$ cat src/rtl/parking_event_decoder.sv
// rtl/parking_event_decoder.sv - beam-order direction decoder with saturating lot occupancy count.
// Optional OCUPACION_CARGA_EN adds a direct occupancy load port (carga/valor_carga).
module parking_event_decoder #(
    parameter int CAPACIDAD = 16,
    parameter int CNT_W     = 5,
    parameter int TIMEOUT   = 2000
) (
    input  logic             clk,
    input  logic             rst_n,
    input  logic             sensor_a,
    input  logic             sensor_b,
`ifdef OCUPACION_CARGA_EN
    input  logic             carga,
    input  logic [CNT_W-1:0] valor_carga,
`endif
    output logic             entrada,
    output logic             salida,
    output logic             error,
    output logic [CNT_W-1:0] ocupacion,
    output logic             lleno,
    output logic             vacio
);

    localparam int               TMR_W = (TIMEOUT > 2) ? $clog2(TIMEOUT) : 1;
    localparam logic [TMR_W-1:0] TMR_LAST = TMR_W'(TIMEOUT - 1);
    localparam logic [CNT_W-1:0] CAP = CNT_W'(CAPACIDAD);
    localparam logic [CNT_W-1:0] ONE = CNT_W'(1);

    localparam logic [1:0] S_NONE = 2'b00;
    localparam logic [1:0] S_B    = 2'b01;
    localparam logic [1:0] S_A    = 2'b10;
    localparam logic [1:0] S_AB   = 2'b11;

    typedef enum logic [2:0] {
        IDLE,
        IN_A,
        IN_AB,
        IN_B,
        OUT_B,
        OUT_AB,
        OUT_A,
        WAIT_CLR
    } state_t;

    state_t           state;
    logic [TMR_W-1:0] tmr;
    logic [1:0]       sens;
    logic             active;
    logic             stay;

    // Sensor pattern that keeps each sequence state where it is.
    function automatic logic [1:0] hold_code(input state_t st);
        case (st)
            IN_A, OUT_A:   return S_A;
            IN_AB, OUT_AB: return S_AB;
            IN_B, OUT_B:   return S_B;
            default:       return S_NONE;
        endcase
    endfunction

    assign sens   = {sensor_a, sensor_b};
    assign active = (state != IDLE) && (state != WAIT_CLR);
    assign stay   = active && (sens == hold_code(state));
    assign lleno  = (ocupacion == CAP);
    assign vacio  = (ocupacion == '0);

    always_ff @(posedge clk or negedge rst_n) begin
        if (!rst_n) begin
            state     <= IDLE;
            tmr       <= '0;
            ocupacion <= '0;
            entrada   <= 1'b0;
            salida    <= 1'b0;
            error     <= 1'b0;
        end else begin
            entrada <= 1'b0;
            salida  <= 1'b0;
            error   <= 1'b0;

            if (stay) begin
                // A vehicle parked in a beam (or a stuck sensor) must not wedge the decoder.
                if (tmr == TMR_LAST) begin
                    error <= 1'b1;
                    state <= WAIT_CLR;
                    tmr   <= '0;
                end else begin
                    tmr <= tmr + 1'b1;
                end
            end else begin
                tmr <= '0;
                case (state)
                    IDLE: begin
                        case (sens)
                            S_A:  state <= IN_A;
                            S_B:  state <= OUT_B;
                            S_AB: begin
                                error <= 1'b1;
                                state <= WAIT_CLR;
                            end
                            default: state <= IDLE;
                        endcase
                    end
                    IN_A: begin
                        case (sens)
                            S_AB:   state <= IN_AB;
                            S_NONE: state <= IDLE;
                            default: begin
                                error <= 1'b1;
                                state <= WAIT_CLR;
                            end
                        endcase
                    end
                    IN_AB: begin
                        case (sens)
                            S_B: state <= IN_B;
                            S_A: state <= IN_A;
                            default: begin
                                error <= 1'b1;
                                state <= IDLE;
                            end
                        endcase
                    end
                    IN_B: begin
                        case (sens)
                            S_NONE: begin
                                state <= IDLE;
                                if (ocupacion == CAP) begin
                                    error <= 1'b1;
                                end else begin
                                    entrada   <= 1'b1;
                                    ocupacion <= ocupacion + ONE;
                                end
                            end
                            S_AB: state <= IN_AB;
                            default: begin
                                error <= 1'b1;
                                state <= WAIT_CLR;
                            end
                        endcase
                    end
                    OUT_B: begin
                        case (sens)
                            S_AB:   state <= OUT_AB;
                            S_NONE: state <= IDLE;
                            default: begin
                                error <= 1'b1;
                                state <= WAIT_CLR;
                            end
                        endcase
                    end
                    OUT_AB: begin
                        case (sens)
                            S_A: state <= OUT_A;
                            S_B: state <= OUT_B;
                            default: begin
                                error <= 1'b1;
                                state <= IDLE;
                            end
                        endcase
                    end
                    OUT_A: begin
                        case (sens)
                            S_NONE: begin
                                state <= IDLE;
                                if (ocupacion == '0) begin
                                    error <= 1'b1;
                                end else begin
                                    salida    <= 1'b1;
                                    ocupacion <= ocupacion - ONE;
                                end
                            end
                            S_AB: state <= OUT_AB;
                            default: begin
                                error <= 1'b1;
                                state <= WAIT_CLR;
                            end
                        endcase
                    end
                    WAIT_CLR: begin
                        if (sens == S_NONE) begin
                            state <= IDLE;
                        end
                    end
                    default: state <= IDLE;
                endcase
            end

`ifdef OCUPACION_CARGA_EN
            // Placed last so a load overrides any count decoded on the same edge.
            if (carga) begin
                ocupacion <= (valor_carga > CAP) ? CAP : valor_carga;
            end
`endif
        end
    end

endmodule
$ cat config.mk
export PLATFORM = sky130hd
export DESIGN_NAME = parking_event_decoder
export DESIGN_NICKNAME = d
export VERILOG_FILES = /design/src/rtl/parking_event_decoder.sv
export SDC_FILE = /design/constraint.sdc
export NUM_CORES = 1
export LEC_CHECK = 0
export BUFFER_PORTS_ARGS = -buffer_cell sky130_fd_sc_hd__buf_2
export CORE_ASPECT_RATIO = 1.75
export CORE_MARGIN = 5
export CORE_UTILIZATION = 30
export DETAILED_ROUTE_END_ITERATION = 16
export SLEW_MARGIN = 20
export SYNTH_ARGS = -nofsm -noshare
export SYNTH_HDL_FRONTEND = slang
export SYNTH_SLANG_ARGS = --single-unit
$ cat constraint.sdc
create_clock -name clk -period 3.1 [get_ports clk]
set_input_delay 0.155 -clock clk [delete_from_list [all_inputs] [get_ports clk]]
set_output_delay 0.155 -clock clk [all_outputs]
set_load 0.02 [all_outputs]
Word-level counts from Yosys, hierarchy flattened
Cells that the tools add are included.
{ "word_totals": {"input_bits": 4, "out_inout_bits": 10, "reg_bits": 22} }
{ "classes": {"bitwise_logic": 1, "add_sub_neg": 3, "muxes": 35, "n_reduce_logical": 17, "n_eq_ne": 20} }
{ "ops": {"columns": ["op", "count"], "rows": [
  ["11-bit two-way mux", 2],
  ["5-bit two-way mux", 4],
  ["3-bit case mux with 2 select lines", 3],
  ["3-bit case mux with 6 select lines", 1],
  ["2-bit OR reduction", 8],
  ["1-bit two-way mux", 15],
  ["3-bit == test, second input constant", 4],
  ["11-bit by 1-bit adder with 11-bit output, second input constant", 1],
  ["11-bit == test, second input constant", 1],
  ["5-bit case mux with 2 select lines", 1],
  ["3-bit two-way mux", 3],
  ["3-bit case mux with 3 select lines", 1],
  ["2-bit != test, second input constant", 4],
  ["3-bit by 2-bit == test with 1-bit output, second input constant", 2],
  ["3-bit != test, second input constant", 2],
  ["2-bit case mux with 3 select lines", 1],
  ["6-bit AND reduction", 1],
  ["5-bit by 1-bit adder with 5-bit output, second input constant", 1],
  ["5-bit == test, second input constant", 1],
  ["5-bit logical NOT", 1],
  ["1-bit case mux with 5 select lines", 1],
  ["5-bit by 1-bit subtractor with 5-bit output, second input constant", 1],
  ["2-bit == test, second input constant", 2],
  ["1-bit case mux with 2 select lines", 2],
  ["12 further kinds", 13]
]} }

Depth between registers and ports, before layout
Gate-level depths: netlist of the first run.
{ "depth": {"depth_word": 7, "depth_mapped": 10, "depth_no_buf": 9} }

Worst setup path before layout of the first run
No wires, ideal clock.
{ "synth_timing": {"kind": "reg2reg", "start": "register ocupacion[1]", "end": "register ocupacion[2]", "period_less_slack_ps": 2162, "arrival_ps": 2037, "setup_ps": 125, "slack_ps": 938, "path_stages_with_launch": 7, "t_required_ps": 2975, "n_path_buf": 1, "cell_sequence": "dfrtp_1 > or4_4 > nor2_2 > o22ai_1 > and3_1 > buf_6 > mux2_4"} }
{ "synth_between": {"word_cells_on_any_way": 12, "cone_classes": "add/sub: 2; eq/ne: 3; mux: 5; reduce/logical: 2"} }
{ "synth_rtl": {"columns": ["element", "line", "text"], "rows": [
  ["start, declared", "19", "output logic [CNT_W-1:0] ocupacion,"],
  ["start signal, assigned", "131", "ocupacion <= ocupacion + ONE;"],
  ["start signal, assigned", "169", "ocupacion <= ocupacion - ONE;"],
  ["5-bit logical NOT", null, null],
  ["net vacio", "21", "output logic vacio"],
  ["2-bit != test (no source line)", null, null],
  ["6-bit AND reduction (no source line)", null, null]
]} }
The timed path passes the listed nets, and every way through them passes these cells. The select of a mux whose other input is x is not followed.
A chain may end at the register's enable or synchronous reset.

Worst setup path after layout of the first run
{ "layout_timing": {"start": "register state[0]", "end": "register ocupacion[4]"} }
{ "layout_between": {"elab_chain_len": 7, "word_cells_on_any_way": 23, "cone_classes": "eq/ne: 12; mux: 2; bitwise: 1; reduce/logical: 8"} }
{ "layout_rtl": {"columns": ["element", "line", "text"], "rows": [
  ["start, declared", "45", "state_t state;"],
  ["start signal, assigned", "69", "state <= IDLE;"],
  ["start signal, assigned", "84", "state <= WAIT_CLR;"],
  ["start signal, assigned", "94", "S_A: state <= IN_A;"],
  ["3-bit == test (tied with other cells)", "53", "case (st)"],
  ["2-bit OR reduction, on equally long branches", null, null],
  ["2-bit case mux with 3 select lines", "53", null],
  ["2-bit == test", "63", "assign stay = active && (sens == hold_code(state));"],
  ["1-bit logical AND", "63", null],
  ["1-bit inverter (no source line)", null, null],
  ["6-bit AND reduction (no source line)", null, null]
]} }
Several ways; a longest one is shown, not always the timed one.

==> summary.txt, run 1 <==
Outcome
  – Outcome: finished clean

Setup path
  – WP data required: 3.28 ns
  – CP max-delay cell: dfrtp_1
  – Crit path launch type: flop
  – WS Path Type: flop to flop
  – CP peak stage delay: 0.53 ns
  – Critical path cell sequence: nor2b_1 -> nand2_1 -> fa_1 -> nand2b_1 -> a21oi_1 -> xnor2_1 -> and4_1 -> xnor2_1
  – Crit-path most repeated cell: xnor2_1
  – CP endpoint kind: flop
  – Critical Path AT: 2.42 ns
  – Max Fanout on Critical Path: 14

Yosys
  – Synth Area in Simple Gates: between 20% and 30%
  – Synth warn: 0
  – FF+latch count, synth: 22
  – Most numerous cell in the Yosys netlist: dfrtp_1
  – Ys async rst share: 100%
  – Leading area contributor after synthesis: dfrtp_1
  – Synth cell types: 38
  – Mapped cell area: 1440 µm²
  – Synth Area in Adders: 10.1%
  – Seq/Total Area, Yosys: 38.1%
  – Gate Count Post-Synth: 152
  – Largest family of logic cells by synthesized area: simple AND/OR/NAND/NOR gates
  – Most used DFF post-synth: dfrtp_1
  – Post-synthesis compound-gate area fraction: 10.7%
  – Post-synth EDFFs: 0
  – Multiplexer share of the synthesized area: 4.94%
  – Synth Net Count: 167
  – Synth cell count leaders: 22 x dfrtp_1, 20 x nor2_1, 10 x ha_1, 10 x xnor2_1, 9 x nand3_1
  – Syn Area/Cell: roughly 9.5 µm²
  – Synth top area share: 38.1%
  – Synth area leaders: dfrtp_1 38%, ha_1 8.7%, xnor2_1 6.1%
  – XOR/XNOR Fraction of Synth Area: 9.10%

CTS
  – Clock sinks: 22
  – Clock slew at reported path FFs: 0.07 ns
  – CTS buffer count: 3
  – Root Buffer: clkbuf_8
  – Clock Tree Buf Depth: 2
  – Resize count post-CTS: 0
  – H-tree levels: 1
  – Worst-skew pair later-pin latency: 0.26 ns
  – CTS tree: done

Timing
  – Final Max Slew Viols: 0
  – Slew HR: 67.1%
  – Setup slack after layout: 0.863 ns
  – Period utilisation layout: 72.1%
  – Setup tns final: 0 ns
  – RSZ-0062 raised after global routing: no
  – Worst Skew: 0.00243 ns
  – Min Tclk post-route: roughly 2.2 ns
  – Worst slew pin tran: 0.494 ns
  – Fmax: about 0.45 GHz
  – Final hold violation count: 0
  – Final setup fails: 0

Route
  – Detail Route Antenna Nets: 0
  – First drt pass iteration count: 4
  – Drt total wl: 2790 µm
  – DR vias/cell: 5.01
  – Vias: between 1k and 1.5k
  – Routed length per instance: 12.9 µm
  – # DRC: 0
  – 1st-iter DRT viols: 13

Cells and area
  – Share of layout cells above drive strength 1: ~14%
  – Final #Nets: 181
  – Area Overhead vs Synth: 10.7%
  – Multi-input logic area: 833 µm²
  – Fillers: 474
  – Register area: 551 µm²
  – N_diodes: 0

GRT
  – Initial antenna violation count: 0
  – Total GRT Usage: 9.38%
  – Routing usage on met3: less than 1%
  – Largest net degree at the start of global routing: 23
  – GRT busiest layer: met2
  – GRT met1 Usage: 11.5%
  – Grt total ovfl: 0
  – First-pass GRT wire length: 5020 µm
  – Vias in the first global route: about 1.1k
  – Met2 usage: ~17%

Run
  – Max-cap violations: 0

Floorplanning
  – Initial Utilization: 30.9%
  – Core area: 4670 µm²
  – Die W: between 60 and 70 µm
  – Full die area: 6350 µm²
  – # IOs: 14
  – Die Height: slightly above 100 µm
  – Cell Rows: 33

Hold path
  – HP Class: input pin to flop

Placement
  – Detail Placement HPWL: 2190 µm
  – Port Buffers: 13
  – Gpl congestion: 0.790
  – Setup slack at placement: 0.879 ns

Pwr
  – Worst vdd ir: around 0.35 mV
  – Cell area power density: 857 nW/µm²
  – Static Leak: 0.737 nW
-- path summary, 6_finish.rpt --
kind / start / endpoint / slack [ns] / depth (start not counted)
worst min-delay path: sensor_a / tmr[2]$_DFF_PN0_ / 0.37 / 3
min in group asynchronous: rst_n / tmr[6]$_DFF_PN0_ / 0.39 / 2
worst max register to register: state[0]$_DFFE_PN0P_ / ocupacion[4]$_DFFE_PN0P_ / 0.86 / 8
worst min register to register: tmr[0]$_DFF_PN0_ / tmr[0]$_DFF_PN0_ / 0.52 / 1
max in group asynchronous: rst_n / error$_DFF_PN0_ / 2.38 / 2
worst max-delay path: state[0]$_DFFE_PN0P_ / ocupacion[4]$_DFFE_PN0P_ / 0.86 / 8
-- logic make-up after synthesis --
group | Yosys count
and+or+nand+nor | 64
AOI/OAI and AO/OA | 21
buffers and inverters | 13
muxes | 6
adders and majority gates | 11
DFF | 22
xor gates and xnor gates | 15
-- stage by stage --
step | power [mW] | area, µm² | utilization, % | hold slack [ns] | std cells
finish | 1.37 | 1600 | 34.3 | 0.366 | 216
global route | 1.51 | 1600 | 34.3 | 0.400 | 216
CTS | 1.38 | 1600 | 34.3 | 0.380 | 216
detailed placement | 1.21 | 1550 | 33.2 | 0.142 | 212
global placement | 1.21 | 1550 | 33.2 | 0.139 | 212
floorplan | 1.04 | 1440 | - | -0.141 | 152
-- registers in the layout, summed over array words and instances, names as in the netlist --
name / flops
tmr: 11
ocupacion: 5
state: 3
entrada: 1
error: 1
salida: 1
-- where the power goes --
group          leakage, nW  switching [mW]  total [mW]  internal, mW
logic                0.430           0.406       0.744         0.338
clock network       0.0216          0.0811       0.168        0.0865
registers            0.285           0.102       0.459         0.357
-- timing repair --
item | 4_1_cts | 5_1_grt
setup buffers | 0 | 0
hold buffers | 1 | 0
hold endpoints to repair | 22 | 0
-- area by class of cell --
| class | instances | area share [%] |
|---|---|---|
| well taps | 52 | 4.07 |
| clock buffers | 3 | 2.58 |
| inverters | 7 | 1.64 |
| multi-input cells | 117 | 52.1 |
| repair buffers | 15 | 5.16 |
| flip-flops and latches | 22 | 34.4 |
-- critical path: cells and delay by family (launching register included) --
kind | cells | cell delay [ns]
fa+ha+maj | 1 | 0.44
xor+xnor | 2 | 0.24
compound gates | 1 | 0.15
flops | 1 | 0.53
simple gates | 4 | 0.80
-- placed cells by master (no fill, tap or decap), types with 2 or more instances in the layout --
| cell | n |
|---|---|
| nand2b_1 | 6 |
| nand3_1 | 9 |
| inv_1 | 7 |
| o32a_1 | 2 |
| clkbuf_8 | 3 |
| mux2i_1 | 3 |
| xor2_1 | 5 |
| ha_1 | 10 |
| a21oi_1 | 7 |
| nor2_1 | 20 |
| a21o_1 | 2 |
| and3_1 | 4 |
| nor3b_1 | 2 |
| nor2b_1 | 4 |
| xnor2_1 | 10 |
| buf_2 | 13 |
| o221ai_1 | 2 |
| nand2_1 | 8 |
| nor3_1 | 4 |
| nor2_2 | 2 |
| dfrtp_1 | 22 |
| mux2_4 | 2 |
-- per-layer routing --
layer | vias to the layer above | routed length, µm | share of wire (%)
met5 | - | 0 | 0
met4 | 0 | 60 | 2.1
met3 | 7 | 43 | 1.5
met2 | 15 | 1440 | 52
met1 | 512 | 1240 | 45
li1 | 548 | - | -
Power figures use the tool's default switching activity.
==> run 2, diff against run 1 <==
==> constraint.sdc (replaced) <==
create_clock -name clk -period 1.9 [get_ports clk]
set_input_delay 0.095 -clock clk [delete_from_list [all_inputs] [get_ports clk]]
set_output_delay 0.095 -clock clk [all_outputs]
set_load 0.02 [all_outputs]
==> run 2 against run 1 <==
Effect of this change: maximum frequency is 21% higher; routed wire length increased by 14%; critical path depth down 1; sequential power increased by 58%; first-iteration DRC count decreased by 69%; sequential share of layout area is 4.2 points lower; die area unchanged; count of clock-buffer cells in the layout up 1; clock skew increased by 0.0042 ns; register-to-register slack got worse by 0.80 ns; worst hold slack got worse by 0.047 ns; critical path type unchanged; highest routed layer unchanged.
==> summary.txt, run 2 (synthesis gave the netlist of run 1 again) <==
Cells and area
  – Area Overhead vs Synth: 27.1%
  – Fin area: 1840 µm² (+15%)
  – Largest register FFs: 11 (unchanged)
  – Share of layout cells above drive strength 1: 31.9% (+18 points)
  – Register area: 556 µm² (+0.91%)
  – Commonest non-fill, non-tap cell in the layout: buf_4
  – Most flop-heavy register: tmr
  – Fillers: 487 (+2.7%)
  – Non-filler instance count after layout: 237 (+9.7%)
  – Commonest non-fill, non-tap cells in the layout: 21 x buf_4, 19 x nor2_1, 18 x dfrtp_1
  – Largest registers: tmr: 11 flops, ocupacion: 5 flops, state: 3 flops
  – Multi-input logic area: 901 µm² (+8.1%)
  – N_diodes: 0 (unchanged)
  – Final Util: 39.3% (+5.1 points)
  – Final #Nets: 201 (+11%)

Timing
  – Setup tns final: 0 ns (unchanged)
  – Min Tclk post-route: 1.84 ns (-0.396 ns)
  – Final setup fails: 0 (unchanged)
  – Worst slew pin tran: 0.485 ns (-0.00948 ns)
  – Min Hold Slack: 0.320 ns (-0.0466 ns)
  – Period utilisation layout: 96.9% (+25 points)
  – Fmax: 0.543 GHz (+21%)
  – Worst Skew: 0.00661 ns (+0.00418 ns)
  – Slew HR: 67.7% (+0.63 points)
  – RSZ-0062 raised after global routing: yes
  – Final Max Slew Viols: 0 (unchanged)
  – Final hold violation count: 0 (unchanged)

Run
  – Max-cap violations: 0 (unchanged)

GRT
  – Grt total ovfl: 0 (unchanged)
  – First-pass GRT wire length: 5410 µm (+7.8%)
  – Vias in the first global route: 1203 (+10%)
  – Initial antenna violation count: 0 (unchanged)
  – Total GRT Usage: 10.6% (+1.2 points)
  – Largest net degree at the start of global routing: 23 (unchanged)

Pwr
  – Cell area power density: 1520 nW/µm² (+78%)
  – Internal power: 1.67 mW (+110%)
  – Worst vdd ir: 0.430 mV (+22%)
  – Sequential share of power: 25.8% (-7.7 points)
  – Net Switching: 1.13 mW (+92%)
  – Clock network power share: 11.9% (-0.3 points)
  – Comb pwr share: 62.3% (+8.0 points)
  – Static Leak: 0.853 nW (+16%)
  – Switching part of the total: 40.4% (-2.6 points)

Setup path
  – WS Path Type: flop to flop
  – WP data required: 2.08 ns (-1.20 ns)
  – Critical Path AT: 2.02 ns (-0.40 ns)
  – Max Fanout on Critical Path: 10 (-4)
  – R2r setup slk: 0.06 ns (-0.80 ns)
  – Crit path launch type: flop
  – CP endpoint kind: flop

CTS
  – Root Buffer: clkbuf_8
  – Clock Tree Buf Depth: 2 (unchanged)
  – CTS tree: done
  – CTS buffer count: 3 (unchanged)
  – Clock slew at reported path FFs: 0.08 ns (about the same)
  – Worst-skew pair later-pin latency: 0.26 ns (about the same)
  – H-tree levels: 1 (unchanged)
  – Clock sinks: 22 (unchanged)

Floorplanning
  – Full die area: 6350 µm² (unchanged)
  – Core area: 4670 µm² (unchanged)
  – # IOs: 14 (unchanged)
  – Cell Rows: 33 (unchanged)
  – Die W: 62.4 µm (unchanged)
  – Initial Utilization: 30.9% (unchanged)
  – Die Height: 102 µm (unchanged)

Placement
  – Gpl congestion: 0.766 (-3.0%)
  – Port Buffers: 13 (unchanged)
  – Detail Placement HPWL: 2510 µm (+15%)
  – Cells after DPL: 230 (+8.5%)
  – Placed Area: 1710 µm² (+11%)

Route
  – Vias: 1165 (+7.7%)
  – Routed length per instance: 13.4 µm (+3.5%)
  – DR vias/cell: 4.92 (-1.9%)
  – First drt pass iteration count: 3 (-1)
  – 1st-iter DRT viols: 4 (-9)
  – Drt total wl: 3170 µm (+14%)
  – # DRC: 0 (unchanged)
  – Detail Route Antenna Nets: 0 (unchanged)

Outcome
  – Outcome: finished clean

Hold path
  – HP Class: input pin to asynchronous set/reset pin
[run 2: changes by cell type in the layout (fill, tap and decap cells not counted), moves of 2 or more]
cell     before  now
a21oi_1       7    5
dfrtp_1      22   18
nor2_4        0    2
buf_4         1   21
dfrtp_2       0    4
[run 2: power by group through the flow]
| stage | Sequential [mW] | Clock (mW) | Combinational (mW) |
|---|---|---|---|
| CTS | 0.719 | 0.339 | 1.65 |
| global route | 0.749 | 0.361 | 1.91 |
| detailed placement | 0.725 | 0 | 1.59 |
| finish | 0.723 | 0.333 | 1.74 |
| global placement | 0.724 | 0 | 1.59 |
| floorplan | 0.768 | 0 | 1.01 |
[run 2: worst max-delay path, stage by stage, from the launching register on]
cell,delay [ns]
dfrtp_2,0.45
buf_4,0.15
buf_4,0.12
buf_4,0.16
or4_1,0.51
a21oi_1,0.16
nor3_1,0.07
a2bb2oi_1,0.14
[run 2: timing repair]
| item | in CTS | in global routing |
|---|---|---|
| hold buffers | 1 | 0 |
| gates resized for setup | 3 | 8 |
| setup endpoints to repair | 2 | 16 |
| buffers inserted | 1 | 1 |
| endpoints found under the hold margin | 22 | 0 |
| pin swaps | 0 | 2 |
[run 2: metrics by stage]
| stage | power (mW) | setup slack, ns |
|---|---|---|
| after floorplan | 1.78 | -0.121 |
| after global placement | 2.31 | -0.0790 |
| after detailed placement | 2.32 | -0.0575 |
| after CTS | 2.70 | 0.00579 |
| after global routing | 3.02 | -0.0745 |
| final | 2.80 | 0.0590 |
[run 2: worst paths after layout]
check,cells past startpoint,end,startpoint
worst max-delay path,7,state[0]$_DFFE_PN0P_,state[2]$_DFFE_PN0P_
worst min-delay path,2,entrada$_DFF_PN0_,rst_n
worst max register to register,7,state[0]$_DFFE_PN0P_,state[2]$_DFFE_PN0P_
worst min register to register,1,tmr[0]$_DFF_PN0_,tmr[0]$_DFF_PN0_
max in group asynchronous,2,state[0]$_DFFE_PN0P_,rst_n
min in group clk,4,error$_DFF_PN0_,sensor_a
[run 2: routing by layer]
layer	vias up	share of wire, %	global-route usage, %
met5	-	0	0
met1	555	41	11.4
met4	0	3.6	6.37
met2	16	53	19.1
met3	9	2.7	1.66
li1	585	-	-
[run 2: area by class of cell]
| class | instances | share of cell area (%) |
|---|---|---|
| multi-input combinational | 117 | 49.1 |
| sequential | 22 | 30.3 |
| timing repair buffer | 35 | 12.7 |
| tap | 52 | 3.54 |
| clock buffer | 4 | 3.00 |
| inverter | 7 | 1.43 |
==> run 3, diff against run 2 <==
--- a/config.mk
+++ b/config.mk
@@ -10,6 +10,7 @@
 export CORE_MARGIN = 5
 export CORE_UTILIZATION = 30
 export DETAILED_ROUTE_END_ITERATION = 16
+export PLACE_DENSITY = 0.5
 export SLEW_MARGIN = 20
 export SYNTH_ARGS = -nofsm -noshare
 export SYNTH_HDL_FRONTEND = slang
==> run 3 against run 2 <==
Effect of this change: final area down 2.2%; worst setup slack got worse by 0.0019 ns; worst hold slack about the same; largest power group unchanged; flip-flop and latch count stayed put; sequential power rose by 4.3%; power decreased by 4.3%; first-iteration DRC count rose to 7.0 times the previous value; routed wire length is 7.7% higher; highest routed layer unchanged; combinational power down 9%; largest cell class unchanged; maximum frequency down 0.10%; cell count shrank 2.1%.
==> summary.txt, run 3 (synthesis gave the netlist of run 1 again) <==
GRT
  – Vias in the first global route: 1313 (+9.1%)
  – Total GRT Usage: 11.3% (+0.77 points)
  – First-pass GRT wire length: 5820 µm (+7.5%)
  – Initial antenna violation count: 0 (unchanged)
  – Grt total ovfl: 0 (unchanged)
  – Largest net degree at the start of global routing: 23 (unchanged)

Cells and area
  – Commonest non-fill, non-tap cell in the layout: nor2_1
  – N_diodes: 0 (unchanged)
  – Area Overhead vs Synth: 24.3%
  – Share of layout cells above drive strength 1: 28.3% (-3.6 points)
  – Fin area: 1790 µm² (-2.2%)
  – Largest register FFs: 11 (unchanged)
  – Largest registers: tmr: 11 flops, ocupacion: 5 flops, state: 3 flops
  – Fillers: 473 (-2.9%)
  – Final Util: 38.5% (-0.89 points)
  – Final #Nets: 196 (-2.5%)
  – Commonest non-fill, non-tap cells in the layout: 20 x nor2_1, 17 x dfrtp_1, 15 x buf_4
  – Multi-input logic area: 883 µm² (-1.9%)
  – Register area: 557 µm² (+0.23%)
  – Most flop-heavy register: tmr

Timing
  – Fmax: 0.543 GHz (-0.10%)
  – Setup tns final: 0 ns (unchanged)
  – Worst slew pin tran: 0.503 ns (+0.0178 ns)
  – Final hold violation count: 0 (unchanged)
  – Setup slack after layout: 0.0571 ns (-0.00187 ns)
  – Period utilisation layout: 97.0% (+0.098 points)
  – RSZ-0062 raised after global routing: yes
  – Min Tclk post-route: 1.84 ns (+0.00187 ns)
  – Slew HR: 66.5% (-1.2 points)
  – Worst Skew: 0.00506 ns (-0.00155 ns)
  – Final Max Slew Viols: 0 (unchanged)
  – Final setup fails: 0 (unchanged)

CTS
  – CTS buffer count: 3 (unchanged)
  – Clock slew at reported path FFs: 0.08 ns (about the same)
  – H-tree levels: 1 (unchanged)
  – Root Buffer: clkbuf_8
  – Worst-skew pair later-pin latency: 0.26 ns (about the same)
  – Clock sinks: 22 (unchanged)
  – CTS tree: done
  – Clock Tree Buf Depth: 2 (unchanged)

Floorplanning
  – Initial Utilization: 30.9% (unchanged)
  – Cell Rows: 33 (unchanged)
  – # IOs: 14 (unchanged)
  – Die Height: 102 µm (unchanged)
  – Full die area: 6350 µm² (unchanged)
  – Die W: 62.4 µm (unchanged)
  – Core area: 4670 µm² (unchanged)

Run
  – Max-cap violations: 0 (unchanged)

Route
  – Detail Route Antenna Nets: 0 (unchanged)
  – # DRC: 0 (unchanged)
  – Vias: 1164 (-0.086%)
  – Routed length per instance: 14.7 µm (+10%)
  – First drt pass iteration count: 5 (+2)
  – DR vias/cell: 5.02 (+2.1%)
  – 1st-iter DRT viols: 28 (+24)
  – Drt total wl: 3410 µm (+7.7%)

Setup path
  – CP max-delay cell: or4_4
  – Max Fanout on Critical Path: 4 (-6)
  – CP endpoint kind: flop
  – WS Path Type: flop to flop
  – CP peak stage delay: 0.60 ns (+0.09 ns)
  – Crit path launch type: flop
  – Reg2reg path depth: 5 (-2)
  – Critical Path AT: 2.00 ns (-0.02 ns)
  – Critical path cell sequence: or4_4 -> nor2_4 -> o22ai_1 -> and3_4 -> mux2_4
  – WP data required: 2.06 ns (-0.02 ns)

Placement
  – Setup slack at placement: -0.120 ns (-0.0628 ns)
  – Gpl congestion: 0.779 (+1.7%)
  – Port Buffers: 13 (unchanged)
  – Detail Placement HPWL: 2720 µm (+8.1%)
  – Placed Area: 1670 µm² (-2.3%)

Outcome
  – Outcome: finished clean

Pwr
  – Worst vdd ir: 0.824 mV (+92%)
  – Tot Pwr: 2.68 mW (-4.3%)
  – Cell area power density: 1490 nW/µm² (-2.1%)
  – Static Leak: 0.828 nW (-3.0%)

Hold path
  – HP Class: input pin to asynchronous set/reset pin
run 3: per-stage QoR:
| step | hold slack (ns) | instances |
|---|---|---|
| final | 0.319 | 232 |
| after CTS | 0.344 | 231 |
| after global placement | 0.0869 | 223 |
| after detailed placement | 0.0949 | 223 |
| after floorplan | -0.201 | 152 |
| after global routing | 0.382 | 232 |
run 3: final timing paths:
kind / to / slack (ns) / start
setup / recovery: ocupacion[3]$_DFFE_PN0P_ / 0.06 / ocupacion[0]$_DFFE_PN0P_
min in group clk: error$_DFF_PN0_ / 0.38 / sensor_a
max in group asynchronous: ocupacion[0]$_DFFE_PN0P_ / 1.21 / rst_n
setup reg to reg: ocupacion[3]$_DFFE_PN0P_ / 0.06 / ocupacion[0]$_DFFE_PN0P_
hold reg to reg: tmr[0]$_DFF_PN0_ / 0.50 / tmr[0]$_DFF_PN0_
hold / removal: ocupacion[2]$_DFFE_PN0P_ / 0.32 / rst_n
run 3: layer usage:
layer / vias up / share of wire (%) / global-route usage, %
met3: 8 / 2.0 / 1.78
met2: 21 / 58 / 23.4
met5: - / 0 / 0
met4: 0 / 2.1 / 4.25
li1: 575 / - / -
met1: 560 / 38 / 10.9
run 3: repair_timing:
item | 4_1_cts | 5_1_grt
pin swaps | 4 | 3
hold buffers | 1 | 0
cloned | 0 | 0
setup endpoints to repair | 5 | 19
hold endpoints to repair | 22 | 0
gates resized for setup | 1 | 7
buffers inserted | 3 | 1
run 3: final cells by class:
| type | count | share of cell area (%) |
|---|---|---|
| clock buffers | 4 | 3.07 |
| inverters | 7 | 1.46 |
| multi-input cells | 117 | 49.2 |
| flip-flops and latches | 22 | 31.0 |
| well taps | 52 | 3.63 |
| repair buffers | 30 | 11.6 |
run 3: power by group:
group	leakage (nW)	internal, mW	switching (mW)
clock network	0.0288	0.185	0.153
registers	0.281	0.595	0.159
logic	0.518	0.791	0.795
total	0.828	1.57	1.11
run 3: worst max-delay path, delay by kind of cell, from the launching register on:
kind	cells	cell delay, ns
compound gates	1	0.09
flops	1	0.44
mux	1	0.29
simple gates	3	0.93
